File: src/rtl/ex_mem_stage_if.sv
// Handshake bundle between execute, the ex/mem stage, and the memory stage.
// The stage itself takes the slave view; the surrounding pipeline takes master.
interface ex_mem_stage_if #(
  parameter int XLEN = 32,
  parameter int RW   = 5
);
  logic            in_valid;
  logic            in_ready;
  logic [XLEN-1:0] in_sum;
  logic            in_cout;
  logic            in_a_msb;
  logic            in_b_msb;
  logic [1:0]      in_op;
  logic [RW-1:0]   in_rd;
  logic            in_wb_en;
  logic            flush;
  logic            out_valid;
  logic            out_ready;
  logic [XLEN-1:0] out_result;
  logic [RW-1:0]   out_rd;
  logic            out_wb_en;
  logic            out_z;
  logic            out_n;
  logic            out_c;
  logic            out_v;
  logic            fwd_valid;
  logic [RW-1:0]   fwd_rd;
  logic [XLEN-1:0] fwd_data;

  modport master (
    output in_valid, in_sum, in_cout, in_a_msb, in_b_msb, in_op, in_rd, in_wb_en,
    output flush, out_ready,
    input  in_ready, out_valid, out_result, out_rd, out_wb_en,
    input  out_z, out_n, out_c, out_v, fwd_valid, fwd_rd, fwd_data
  );

  modport slave (
    input  in_valid, in_sum, in_cout, in_a_msb, in_b_msb, in_op, in_rd, in_wb_en,
    input  flush, out_ready,
    output in_ready, out_valid, out_result, out_rd, out_wb_en,
    output out_z, out_n, out_c, out_v, fwd_valid, fwd_rd, fwd_data
  );
endinterface

File: src/rtl/ex_mem_stage.sv
// Execute-to-memory stage: flag/SLT derivation from the raw adder result,
// registered through a two-entry skid buffer so out_ready never reaches in_ready.
module ex_mem_stage #(
  parameter int XLEN = 32,
  parameter int RW   = 5
) (
  input logic           clk,
  input logic           rst,
  ex_mem_stage_if.slave bus
);

  typedef struct packed {
    logic [XLEN-1:0] result;
    logic [RW-1:0]   rd;
    logic            wb_en;
    logic            z;
    logic            n;
    logic            c;
    logic            v;
  } entry_t;

  // State encoding is {skid valid, main valid}; 2'b10 cannot occur.
  typedef enum logic [1:0] {
    EMPTY = 2'b00,
    ONE   = 2'b01,
    FULL  = 2'b11
  } state_t;

  state_t state;
  entry_t m_q;
  entry_t s_q;
  entry_t nxt;
  logic   m_valid;
  logic   s_valid;
  logic   accept;
  logic   drain;

  assign m_valid = (state != EMPTY);
  assign s_valid = (state == FULL);
  assign accept  = bus.in_valid & ~s_valid;
  assign drain   = m_valid & bus.out_ready;

  // Flags always describe the raw sum; only the result field depends on in_op.
  always_comb begin
    nxt       = '0;
    nxt.z     = (bus.in_sum == '0);
    nxt.n     = bus.in_sum[XLEN-1];
    nxt.c     = bus.in_cout;
    nxt.v     = (bus.in_a_msb == bus.in_b_msb) & (bus.in_sum[XLEN-1] != bus.in_a_msb);
    nxt.rd    = bus.in_rd;
    nxt.wb_en = bus.in_wb_en & (bus.in_rd != '0);
    case (bus.in_op)
      2'b01:   nxt.result = {{(XLEN-1){1'b0}}, nxt.n ^ nxt.v};
      2'b10:   nxt.result = {{(XLEN-1){1'b0}}, ~bus.in_cout};
      default: nxt.result = bus.in_sum;
    endcase
  end

  // Flush only clears valid bits; a drain in the same cycle was already seen downstream.
  always_ff @(posedge clk) begin
    if (rst) begin
      state <= EMPTY;
      m_q   <= '0;
      s_q   <= '0;
    end else if (bus.flush) begin
      state <= EMPTY;
    end else begin
      case (state)
        EMPTY: begin
          if (accept) begin
            m_q   <= nxt;
            state <= ONE;
          end
        end
        ONE: begin
          if (accept && !drain) begin
            s_q   <= nxt;
            state <= FULL;
          end else if (accept && drain) begin
            m_q   <= nxt;
          end else if (drain) begin
            state <= EMPTY;
          end
        end
        FULL: begin
          if (drain) begin
            m_q   <= s_q;
            state <= ONE;
          end
        end
        default: state <= EMPTY;
      endcase
    end
  end

  assign bus.in_ready   = ~s_valid;
  assign bus.out_valid  = m_valid;
  assign bus.out_result = m_q.result;
  assign bus.out_rd     = m_q.rd;
  assign bus.out_wb_en  = m_q.wb_en;
  assign bus.out_z      = m_q.z;
  assign bus.out_n      = m_q.n;
  assign bus.out_c      = m_q.c;
  assign bus.out_v      = m_q.v;
  assign bus.fwd_valid  = m_valid & m_q.wb_en;
  assign bus.fwd_rd     = m_q.rd;
  assign bus.fwd_data   = m_q.result;

endmodule
File: src/flat_wrapper.sv
// flat-port wrapper written by rule: the top's interface ports become plain ports
module ex_mem_stage_flat 
#(
  parameter int XLEN = 32,
  parameter int RW   = 5
)
  (clk, rst, bus_in_valid, bus_in_sum, bus_in_cout, bus_in_a_msb, bus_in_b_msb, bus_in_op, bus_in_rd, bus_in_wb_en, bus_flush, bus_out_ready, bus_in_ready, bus_out_valid, bus_out_result, bus_out_rd, bus_out_wb_en, bus_out_z, bus_out_n, bus_out_c, bus_out_v, bus_fwd_valid, bus_fwd_rd, bus_fwd_data);
  ex_mem_stage_if #(.XLEN(XLEN), .RW(RW)) bus_i ();
  input logic clk;
  input logic rst;
  input wire logic [$bits(bus_i.in_valid)-1:0] bus_in_valid;
  input wire logic [$bits(bus_i.in_sum)-1:0] bus_in_sum;
  input wire logic [$bits(bus_i.in_cout)-1:0] bus_in_cout;
  input wire logic [$bits(bus_i.in_a_msb)-1:0] bus_in_a_msb;
  input wire logic [$bits(bus_i.in_b_msb)-1:0] bus_in_b_msb;
  input wire logic [$bits(bus_i.in_op)-1:0] bus_in_op;
  input wire logic [$bits(bus_i.in_rd)-1:0] bus_in_rd;
  input wire logic [$bits(bus_i.in_wb_en)-1:0] bus_in_wb_en;
  input wire logic [$bits(bus_i.flush)-1:0] bus_flush;
  input wire logic [$bits(bus_i.out_ready)-1:0] bus_out_ready;
  output wire logic [$bits(bus_i.in_ready)-1:0] bus_in_ready;
  output wire logic [$bits(bus_i.out_valid)-1:0] bus_out_valid;
  output wire logic [$bits(bus_i.out_result)-1:0] bus_out_result;
  output wire logic [$bits(bus_i.out_rd)-1:0] bus_out_rd;
  output wire logic [$bits(bus_i.out_wb_en)-1:0] bus_out_wb_en;
  output wire logic [$bits(bus_i.out_z)-1:0] bus_out_z;
  output wire logic [$bits(bus_i.out_n)-1:0] bus_out_n;
  output wire logic [$bits(bus_i.out_c)-1:0] bus_out_c;
  output wire logic [$bits(bus_i.out_v)-1:0] bus_out_v;
  output wire logic [$bits(bus_i.fwd_valid)-1:0] bus_fwd_valid;
  output wire logic [$bits(bus_i.fwd_rd)-1:0] bus_fwd_rd;
  output wire logic [$bits(bus_i.fwd_data)-1:0] bus_fwd_data;
  assign bus_i.in_valid = bus_in_valid;
  assign bus_i.in_sum = bus_in_sum;
  assign bus_i.in_cout = bus_in_cout;
  assign bus_i.in_a_msb = bus_in_a_msb;
  assign bus_i.in_b_msb = bus_in_b_msb;
  assign bus_i.in_op = bus_in_op;
  assign bus_i.in_rd = bus_in_rd;
  assign bus_i.in_wb_en = bus_in_wb_en;
  assign bus_i.flush = bus_flush;
  assign bus_i.out_ready = bus_out_ready;
  assign bus_in_ready = bus_i.in_ready;
  assign bus_out_valid = bus_i.out_valid;
  assign bus_out_result = bus_i.out_result;
  assign bus_out_rd = bus_i.out_rd;
  assign bus_out_wb_en = bus_i.out_wb_en;
  assign bus_out_z = bus_i.out_z;
  assign bus_out_n = bus_i.out_n;
  assign bus_out_c = bus_i.out_c;
  assign bus_out_v = bus_i.out_v;
  assign bus_fwd_valid = bus_i.fwd_valid;
  assign bus_fwd_rd = bus_i.fwd_rd;
  assign bus_fwd_data = bus_i.fwd_data;
  ex_mem_stage #(.XLEN(XLEN), .RW(RW)) u_core (.clk(clk), .rst(rst), .bus(bus_i));
endmodule
File: config.mk
export PLATFORM = sky130hd
export DESIGN_NAME = ex_mem_stage_flat
export DESIGN_NICKNAME = d
export VERILOG_FILES = /design/src/rtl/ex_mem_stage_if.sv /design/src/rtl/ex_mem_stage.sv /design/src/flat_wrapper.sv
export SDC_FILE = /design/constraint.sdc
export NUM_CORES = 1
export LEC_CHECK = 0
export BUFFER_PORTS_ARGS = -buffer_cell sky130_fd_sc_hd__buf_4
export CAP_MARGIN = 20
export CORE_MARGIN = 2
export CORE_UTILIZATION = 47
export CTS_CLUSTER_DIAMETER = 60
export DETAILED_ROUTE_END_ITERATION = 8
export PLACE_DENSITY_LB_ADDON = 0.2
export SYNTH_ARGS = -nofsm -noshare
export SYNTH_HDL_FRONTEND = slang
export SYNTH_SLANG_ARGS = --single-unit
File: constraint.sdc
create_clock -name clk -period 2 [get_ports clk]
set_clock_uncertainty 0.15 [all_clocks]
set_input_delay 0.5 -clock clk [delete_from_list [all_inputs] [get_ports clk]]
set_output_delay 0.5 -clock clk [all_outputs]
set_load 0.02 [all_outputs]
### Word-level counts from Yosys, hierarchy flattened

Cells that the tools add are included.

| operators by class | value |
|---|---|
| bitwise gates (word level) | 9 |
| reduce and logical (&&, ||, !) cells | 12 |
| mux-type cells | 12 |
| equal/unequal tests | 12 |

Operators by type and width:

| cell | number |
|---|---|
| 42-bit 2-to-1 mux | 4 |
| 42-bit one-hot mux with 3 select lines | 1 |
| 32-bit one-hot mux with 2 select lines | 1 |
| 32-bit logical NOT | 1 |
| 2-bit 2-to-1 mux | 5 |
| 2-bit one-hot mux with 3 select lines | 1 |
| 6-bit AND reduction | 1 |
| 1-bit AND | 5 |
| 5-bit nonzero test | 1 |
| 2-bit by 1-bit equality test with 1-bit output, second input constant | 2 |
| 2-bit equality test, second input constant | 2 |
| 2-bit by 1-bit inequality test with 1-bit output, second input constant | 2 |
| 2-bit inequality test, second input constant | 2 |
| 4-bit AND reduction | 1 |
| 3-bit by 1-bit inequality test with 1-bit output, second input constant | 1 |
| 3-bit by 2-bit inequality test with 1-bit output, second input constant | 1 |
| 1-bit NOT | 3 |
| 3-bit AND reduction | 1 |
| 3-bit nonzero test | 1 |
| 1-bit logical AND | 2 |
| 2-bit logical NOT | 1 |
| 2-bit nonzero test | 1 |
| 2-bit OR reduction | 1 |
| 1-bit equality test | 1 |
| 3 further kinds | 3 |

| storage, ports and cells | value |
|---|---|
| input port bits | 48 |
| register bits | 86 |
| logic and storage cells | 60 |
| output and inout port bits | 82 |

### Depth between registers and ports, before layout

Gate-level depths: netlist of the first run.

| logic depth | value |
|---|---|
| word-level depth | 7 |
| mapped depth | 9 |
| depth with buffers taken out | 7 |

### Worst setup path after synthesis of the first run

No wires, ideal clock.

| timing path | value |
|---|---|
| path kind | input port to flip-flop |
| from | input port bus_in_op[0] |
| to | register u_core.s_q[33] in the netlist's numbering |
| data arrival time | 1.721 ns |
| library setup time | 0.070 ns |
| stages | 7 |
| setup slack | 0.059 ns |
| buffers on the path | 3 |
| required time | 1.780 ns |
| cell sequence | inv_1 ha_1 clkbuf_1 clkbuf_1 clkbuf_1 nand3_1 a21oi_1 |

| on the way | value |
|---|---|
| longest elaborated chain between the ends | 2 |
| elaborated cells on any way between the ends | 3 |
| those cells by class | eq/ne: 2; mux: 1 |

Ends and longest elaborated chain:

| element | line | RTL |
|---|---|---|
| from (decl) | flat_wrapper.sv:16 | `input wire logic [$bits(bus_i.in_op)-1:0] bus_in_op;` |
| 2-bit equality test or 2-bit by 1-bit equality test with 1-bit output (tied branches) | ex_mem_stage.sv:52 | `case (bus.in_op)` |
| 32-bit one-hot mux with 2 select lines (*) | ex_mem_stage.sv:52 |  |
| to (signal assigned) | ex_mem_stage.sv:77 | `s_q <= nxt;` |
| to (decl) | ex_mem_stage.sv:31 | `entry_t s_q;` |

Every way passes the cells marked *; elsewhere a longest branch is shown, timed or not.
A chain may end at the register's enable or synchronous reset.

### Final worst setup path of the first run

| timing path | value |
|---|---|
| from | register u_core.state[1] |
| to | output port bus_in_ready |

| on the way | value |
|---|---|
| longest elaborated chain between the ends | 2 |

Ends and longest elaborated chain:

| element | line | RTL |
|---|---|---|
| from (decl) | ex_mem_stage.sv:29 | `state_t state;` |
| from (signal assigned) | ex_mem_stage.sv:62 | `state <= EMPTY;` |
| from (signal assigned) | ex_mem_stage.sv:66 | `state <= EMPTY;` |
| from (signal assigned) | ex_mem_stage.sv:72 | `state <= ONE;` |
| 2-bit equality test | ex_mem_stage.sv:39 | `assign s_valid = (state == FULL);` |
| 1-bit NOT | ex_mem_stage.sv:96 | `assign bus.in_ready = ~s_valid;` |
| to (decl) | flat_wrapper.sv:21 | `output wire logic [$bits(bus_i.in_ready)-1:0] bus_in_ready;` |

Every way passes these cells.

==> metrics.txt, run 1 <==
diodes inserted 0; RR Startpoint u_core.state[0]; top cells by area, synth dfxtp_1 40%, a211oi_2 11%, a21oi_1 9.1%; CP delay by family, top flip-flops; Rows 34; core area 0.00876 mm^2; Max Clk Rate 0.508 GHz; largest net degree at the start of global routing 43; initial DRC count 229; worst-margin pin slew 0.334 ns; CP Class reg -> out; syn nets 562; DP HPWL 7100 um; synthesis-stage register bit count 86; cell count along the critical path 4; crit path DAT 1.32 ns; met3 WL 892 um; required time worst endpoint 1.35 ns; clk sink count 86; Final Hold Viols 0; total grt overflow 0; R2R Path End u_core.bus.fwd_data[0]; leading area contributor after synthesis dfxtp_1; Hold Crit Class in -> reg; clk_lat worst skew 0.35 ns; Yosys cell types 33; Starting Density 48.9%; first-pass GRT wire length 17300 um; Slew Viols, Final 0; Leakage 2.30 nW; Place WS -0.0904 ns; CTS tree done; crit path buf inv count 3; most instantiated library cell after synthesis dfxtp_1; vias per cell 5.49; initial antenna violation count 0; period utilization 98.5%; Max-slew headroom 77.5%; most common library cells after synthesis 86 x dfxtp_1, 78 x a21oi_1, 57 x nand2_1; H-tree depth 3; crit-path cells ha_4 > buf_12 > clkinvlp_4 > buf_6; Detailed Route WL 10800 um; Gate Count Post-Synth 508; Hold Startpoint bus_flush; First-pass DRT Iterations 6; post-synth top area share 40.2%; routed wl met2 5250 um; share of cells above drive strength 1 40.7%; Slowest cell on crit path dfxtp_4; deepest clock path buffer count 2; status finished, final reports clean; Root Buffer clkbuf_8; Placed Instance Area 0.00519 mm^2; DRC 0; Setup Total Neg Slack 0 ns; total number of vias 3912; Max FO, Critical Path 5; Worst Hold Path EP u_core.state[1]; port bufs 129; width of the chip 99.5 um; Mapped Area 0.00429 mm^2; pwr/cell area 763 mW/mm^2; FF-to-FF path depth 8; vias in the first global route 3651; Final nets 654; slowest stage delay, CP 0.39 ns; CP Launch Type flip-flop; Post-synth top flop dfxtp_1; Final setup viols 0; Ys Warns 0; io pins 130; Tot Pwr 0.00435 W; Seq/Total Area, Yosys 40.2%; RSZ-0062 raised after global routing yes; R2R Setup Slk 0.05 ns; post-synthesis async set-or-reset flop share 0%; Crit. End Element output port; post-route cell area 0.00570 mm^2; max cap viols 0; Placer Congestion 0.813; number of flops mapped to enable cells by yosys 0; Hold Crit Depth 2; total track usage 21.3%; syn avg cell area 8.44 um^2; M1 wire length 4590 um; CTS Buf Count 9; Reg clk slew, reported paths 0.08 ns; die height 99.5 um; area grow syn2layout 33.0%; post-route ant nets 0; fin crit period 1.97 ns; die area 0.00990 mm^2; final core utilization 65.0%; setup ws final 0.0299 ns; Top Layer Used met4; WL/cell 15.2 um; Worst VDD drop 0.427 mV; Crit. Startpoint u_core.state[1]
## report_power, final
group	internal [W]	switching, W	leakage, nW
clock network	0.000772	0.000624	0.116
logic	0.000489	0.000590	1.49
registers	0.00180	0.0000713	0.702
## routing by layer
metal,vias to the layer above,track usage [%]
met5,-,0
met3,20,5.27
li1,1920,-
met1,1805,27.5
met4,0,5.90
met2,167,35.4
## state kept, by name (all words and copies together), names as in the netlist
name and count:
u_core.bus.fwd_data 32, u_core.bus.out_n 1, u_core.bus.out_wb_en 1, u_core.bus.out_c 1, u_core.s_q 42, u_core.bus.out_v 1
u_core.bus.fwd_rd 5, u_core.bus.out_z 1, u_core.state 2
## layout by cell type (no fill, tap or decap), types with 2 or more instances in the layout
cell type / count
dfxtp_4: 2
ha_1: 2
o21ai_0: 2
a21oi_2: 6
nor2b_4: 2
and3_1: 31
nor3_1: 2
bufinv_16: 2
ha_4: 2
dfxtp_1: 84
buf_6: 2
mux2i_1: 9
nand3_1: 32
clkinvlp_4: 2
buf_4: 144
a21oi_1: 72
ha_2: 2
buf_12: 11
nor2_2: 5
nor4_1: 9
nand2_1: 57
nand2b_1: 2
clkbuf_8: 11
nor2_1: 44
clkbuf_16: 3
a211oi_2: 39
inv_1: 5
## stage by stage
stage | hold slack (ns) | instances
after floorplan | 0.284 | 508
after global placement | 0.289 | 686
after global routing | 0.204 | 713
after CTS | 0.200 | 707
after detailed placement | 0.296 | 686
final | 0.222 | 713
## how the worst max path moves through the flow
| stage | to | slack, ns |
|---|---|---|
| 2_1_floorplan | u_core.s_q[33] | 0.06 |
| 3_3_place_gp | u_core.bus.fwd_data[19] | -0.09 |
| 3_5_place_dp | u_core.bus.fwd_data[19] | -0.09 |
| 4_1_cts | u_core.bus.fwd_data[20] | -0.002 |
| 5_1_grt | bus_in_ready | -0.02 |
| 6_report | bus_in_ready | 0.03 |
## timing repair
item                                    4_1_cts  5_1_grt
hold buffers                                  0        0
endpoints found under the setup margin       38       84
resized for setup                            15       21
pin swaps                                     2        3
cloned                                        1        3
setup buffers                                 4        3
## layout make-up
class                      count  area [um^2]
clock buffer                  11          151
clock inverter                 5         81.3
fill                         718         3060
inverter                       8         36.3
multi-input combinational    335         2170
sequential                    86         1730
tap                          108          135
timing repair buffer         160         1400
## kinds of logic after synthesis
kind of cell / count (synthesis) / synth area share, %
AOI/OAI and AO/OA: 126 / 22.3
adders and majority gates: 7 / 1.98
buffers and inverters: 88 / 12.3
DFF: 86 / 40.2
muxes: 10 / 2.36
and+or+nand+nor: 191 / 21.0
## worst reg2reg max path, stage by stage, from the launching register on
cell,delay (ns)
dfxtp_4,0.37
inv_2,0.08
ha_4,0.14
nand2b_4,0.17
nor2_2,0.06
o311a_4,0.45
buf_4,0.20
nand2b_1,0.14
a21oi_1,0.13
No activity file was read; power rests on OpenSTA's default activity.
==> run 2, diff against run 1 <==
--- a/config.mk
+++ b/config.mk
@@ -8,7 +8,8 @@
 export BUFFER_PORTS_ARGS = -buffer_cell sky130_fd_sc_hd__buf_4
 export CAP_MARGIN = 20
 export CORE_MARGIN = 2
-export CORE_UTILIZATION = 47
+export CORE_UTILIZATION = 48
+export CTS_BUF_LIST = sky130_fd_sc_hd__clkbuf_8
 export CTS_CLUSTER_DIAMETER = 60
 export DETAILED_ROUTE_END_ITERATION = 8
 export PLACE_DENSITY_LB_ADDON = 0.2
==> run 2 against run 1 <==
Effect of this change: sequential cell count unchanged; sequential power hardly changed; register-to-register slack worse by 0.02 ns; via count fell by 0.10%; worst hold slack gained 0.0021 ns; sequential share of layout area increased by 0.43 points.
==> metrics.txt, run 2 (synthesis results as in run 1) <==
First-pass DRT Iterations 4; Crit. End Element flip-flop; Starting Density 49.4%; CP Class reg -> reg; Placed Instance Area 0.00516 mm^2; setup ws final 0.0333 ns; Slew Viols, Final 0; DRC 0; M1 wire length 4940 um; most common cell after layout, fill and taps aside buf_4; port bufs 129; FF-to-FF path depth 7; post-route cell area 0.00562 mm^2; Leakage 2.27 nW; Final nets 650; core area 0.00868 mm^2; io pins 130; area grow syn2layout 31.1%; Rows 34; worst-margin pin slew 0.555 ns; vias per cell 5.53; diodes inserted 0; Post-Layout Cell Count 707; die area 0.00970 mm^2; routed wl met2 5420 um; Max-slew headroom 63.0%; WL/cell 15.8 um; CTS tree done; post-route ant nets 0; Hold Startpoint bus_flush; fin crit period 1.97 ns; footprint of the multi-input gates 0.00216 mm^2; Final setup viols 0; Place WS -0.0552 ns; CP delay by family, top flip-flops; most flop-heavy register u_core.s_q; max cap viols 0; total grt overflow 0; Worst Hold Path EP u_core.state[1]; largest net degree at the start of global routing 87; met3 WL 758 um; status finished, final reports clean; Fillers 741; crit-path cells inv_4 > ha_1 > nor2_1 > o311a_4 > buf_6 > mux2i_1 > nor2_1; Crit. Startpoint u_core.state[0]; RR Startpoint u_core.state[0]; # hold bufs at CTS 0; die height 98.5 um; first-pass GRT wire length 16800 um; CP most frequent cell nor2_1; Hold Crit Class in -> reg; slowest stage delay, CP 0.39 ns; Final Hold Viols 0; R2R Path End u_core.bus.out_v; Max FO, Critical Path 7; pwr/cell area 743 mW/mm^2; width of the chip 98.5 um; Reg clk slew, reported paths 0.08 ns; hold_ws 0.224 ns; Worst VDD drop 0.412 mV; crit path DAT 2.03 ns; initial DRC count 200; H-tree depth 3; Reg area 0.00173 mm^2; Placed Cells 682; total track usage 20.8%; Placer Congestion 0.827; period utilization 98.3%; Slowest cell on crit path dfxtp_4; Hold Crit Depth 2; Max Clk Rate 0.508 GHz; Root Buffer clkbuf_8; required time worst endpoint 2.06 ns; Tot Pwr 0.00418 W; CTS Buf Count 9; clk_lat worst skew 0.34 ns; R2R Setup Slk 0.03 ns; initial antenna violation count 0; crit path buf inv count 2; cell count along the critical path 7; share of cells above drive strength 1 38.7%; deepest clock path buffer count 2; RSZ-0062 raised after global routing yes; most frequent cells in the layout 139 x buf_4, 84 x dfxtp_1, 78 x a21oi_1; max reg flops 42; DP HPWL 6820 um; Top Layer Used met4; clk sink count 86; total number of vias 3908; CP Launch Type flip-flop; Detailed Route WL 11200 um; vias in the first global route 3551
[run 2: cell count changes in the layout (fill, tap and decap cells not counted), moves of 2 or more]
cell     change
nor2_1       +2
buf_12       -2
buf_6        +2
buf_4        -5
a21oi_1      +6
nor2_2       -2
a21oi_2      -6
[run 2: timing repair]
action / in CTS / in global routing
setup buffers: 1 / 5
cloned: 1 / 4
resized for setup: 9 / 21
pin swaps: 1 / 5
setup endpoints to repair: 29 / 46
[run 2: how the worst max path moves through the flow]
stage / endpoint / slack (ns)
after floorplan: u_core.s_q[33] / 0.06
after global placement: u_core.bus.out_z / -0.05
after detailed placement: u_core.bus.fwd_data[25] / -0.06
after CTS: u_core.bus.fwd_data[0] / -0.03
after global routing: u_core.bus.out_v / -0.06
final: u_core.bus.out_v / 0.03
[run 2: metrics by stage]
| step | setup TNS [ns] | util [%] |
|---|---|---|
| after global routing | -0.412 | 64.8 |
| final | 0 | 64.8 |
| after CTS | -0.0494 | 62.2 |
| after global placement | -0.0464 | 59.4 |
| after detailed placement | -0.278 | 59.4 |
| after floorplan | 0 | - |
[run 2: area by class of cell]
class | count | share of cell area (%)
clock buffers | 10 | 2.45
well taps | 108 | 2.40
repair buffers | 156 | 24.4
clock inverters | 4 | 0.868
inverters | 8 | 0.690
multi-input cells | 335 | 38.4
flip-flops and latches | 86 | 30.8
[run 2: where the power goes]
| group | total (W) | internal [W] | switching, W |
|---|---|---|---|
| Combinational | 0.00112 | 0.000516 | 0.000605 |
| Clock | 0.00118 | 0.000596 | 0.000583 |
| Sequential | 0.00188 | 0.00180 | 0.0000741 |
[run 2: per-layer routing]
layer / GRT usage, % / vias up
met1: 27.7 / 1838
met2: 34.3 / 156
li1: - / 1906
met3: 3.33 / 8
met4: 7.59 / 0
met5: 0 / -
==> run 3, diff against run 2 <==
--- a/config.mk
+++ b/config.mk
@@ -8,11 +8,12 @@
 export BUFFER_PORTS_ARGS = -buffer_cell sky130_fd_sc_hd__buf_4
 export CAP_MARGIN = 20
 export CORE_MARGIN = 2
-export CORE_UTILIZATION = 48
+export CORE_UTILIZATION = 35
 export CTS_BUF_LIST = sky130_fd_sc_hd__clkbuf_8
 export CTS_CLUSTER_DIAMETER = 60
 export DETAILED_ROUTE_END_ITERATION = 8
 export PLACE_DENSITY_LB_ADDON = 0.2
+export RECOVER_POWER = 25
 export SYNTH_ARGS = -nofsm -noshare
 export SYNTH_HDL_FRONTEND = slang
 export SYNTH_SLANG_ARGS = --single-unit
==> constraint.sdc (replaced) <==
create_clock -name clk -period 2 [get_ports clk]
set_clock_uncertainty 0.15 [all_clocks]
set_input_delay 0.4 -clock clk [delete_from_list [all_inputs] [get_ports clk]]
set_output_delay 0.4 -clock clk [all_outputs]
set_load 0.02 [all_outputs]
==> run 3 against run 2 <==
Effect of this change: critical path depth is 1 higher; sequential cell count unchanged; clock power down 5%; first-iteration DRC count up 28%; routed wire length up 6.4%; critical path type unchanged; worst hold slack got worse by 0.11 ns; highest routed layer unchanged; core utilization decreased by 18 points; global-route usage down 4.1 points; combinational power fell by 4%; die area grew 36%.
==> metrics.txt, run 3 (synthesis results as in run 1) <==
Worst VDD drop 0.312 mV; worst-margin pin slew 0.334 ns; Placed Cells 722; WL/cell 16.0 um; FF-to-FF path depth 8; Reg clk slew, reported paths 0.08 ns; clk sink count 86; fin crit period 2.00 ns; Fillers 1178; Max Clk Rate 0.501 GHz; Hold Startpoint bus_flush; die area 0.0131 mm^2; diodes inserted 0; initial antenna violation count 0; Slew Viols, Final 0; pwr/cell area 734 mW/mm^2; H-tree depth 3; deepest clock path buffer count 2; width of the chip 115 um; max cap viols 0; DRC 0; vias per cell 5.21; area grow syn2layout 29.4%; total number of vias 3889; total track usage 16.7%; die height 115 um; Root Buffer clkbuf_8; Max FO, Critical Path 9; most common cell after layout, fill and taps aside buf_4; DP HPWL 7370 um; status finished, final reports clean; Worst Hold Path EP u_core.state[0]; RSZ-0062 raised after global routing yes; Max-slew headroom 77.5%; core area 0.0120 mm^2; Leakage 2.12 nW; Rows 40; crit path DAT 2.13 ns; CP Class reg -> reg; initial DRC count 256; Crit. End Element flip-flop; Final nets 650; # hold bufs at CTS 0; first-pass GRT wire length 17300 um; Placer Congestion 0.855; final core utilization 46.4%; Hold Crit Depth 2; Detailed Route WL 11900 um; vias in the first global route 3387; clk_lat worst skew 0.36 ns; post-route ant nets 0; port bufs 129; max reg flops 42; required time worst endpoint 2.13 ns; Final Hold Viols 0; period utilization 99.8%; R2R Path End u_core.bus.out_wb_en; CP Launch Type flip-flop; CTS Buf Count 9; First-pass DRT Iterations 4; RR Startpoint u_core.state[0]; Starting Density 35.8%; io pins 130; Hold Crit Class in -> reg; most flop-heavy register u_core.s_q; total grt overflow 0; CTS tree done; Post-Layout Cell Count 746; R2R Setup Slk 0.005 ns; Final setup viols 0; largest net degree at the start of global routing 46; most frequent cells in the layout 103 x buf_4, 84 x dfxtp_1, 75 x a21oi_1; Setup Total Neg Slack 0 ns; share of cells above drive strength 1 32.7%
[run 3: per-stage QoR]
step	power, W	hold slack, ns	area, um^2	worst slack [ns]
after floorplan	0.00260	0.284	4290	0.0933
after global placement	0.00294	0.291	5240	-0.00377
after detailed placement	0.00295	0.297	5240	-0.0223
after CTS	0.00410	0.100	5470	-0.0254
after global routing	0.00427	0.0986	5550	-0.0720
final	0.00407	0.110	5550	0.00470
[run 3: worst max-delay path by stage]
stage	from	end	slack, ns	cells past startpoint
3_3_place_gp	bus_in_sum[15]	u_core.bus.out_z	-0.004	6
5_1_grt	u_core.state[0]	u_core.bus.fwd_data[4]	-0.07	8
6_report	u_core.state[0]	u_core.bus.out_wb_en	0.005	8
2_1_floorplan	u_core.state[0]	u_core.bus.fwd_data[18]	0.09	9
3_5_place_dp	u_core.state[0]	u_core.bus.fwd_data[1]	-0.02	8
4_1_cts	u_core.state[1]	u_core.bus.fwd_data[3]	-0.03	7
[run 3: final cells by class]
type,count,area [um^2],share of cell area [%]
clock inverters,2,8.76,0.158
clock buffers,12,165,2.98
inverters,8,38.8,0.699
well taps,147,184,3.32
flip-flops and latches,86,1730,31.2
multi-input cells,335,2150,38.8
repair buffers,156,1270,22.9
[run 3: power breakdown]
part           internal [W]  switching (W)
clock              0.000534       0.000590
combinational      0.000461       0.000614
sequential          0.00180      0.0000709
total               0.00280        0.00128
[run 3: repair_timing]
action | CTS | global route
setup endpoints to repair | 21 | 58
gates cloned | 1 | 6
pin swaps | 0 | 10
buffers inserted | 3 | 0
resized for setup | 2 | 24
[run 3: per-layer routing]
metal  vias up  routed length [um]  GRT usage [%]
li1       1914                   -              -
met1      1855                5660           23.3
met2       111                5530           25.8
met3         9                 610           3.44
met4         0                 119           5.61
met5         -                   0              0
[run 3: critical path: stages (launching register included)]
cell and delay (ns):
dfxtp_4 0.40, inv_4 0.05, ha_4 0.16, nand2b_4 0.18, a21boi_4 0.19, o311a_4 0.35
clkbuf_16 0.20, nor2_1 0.06, a211oi_2 0.18
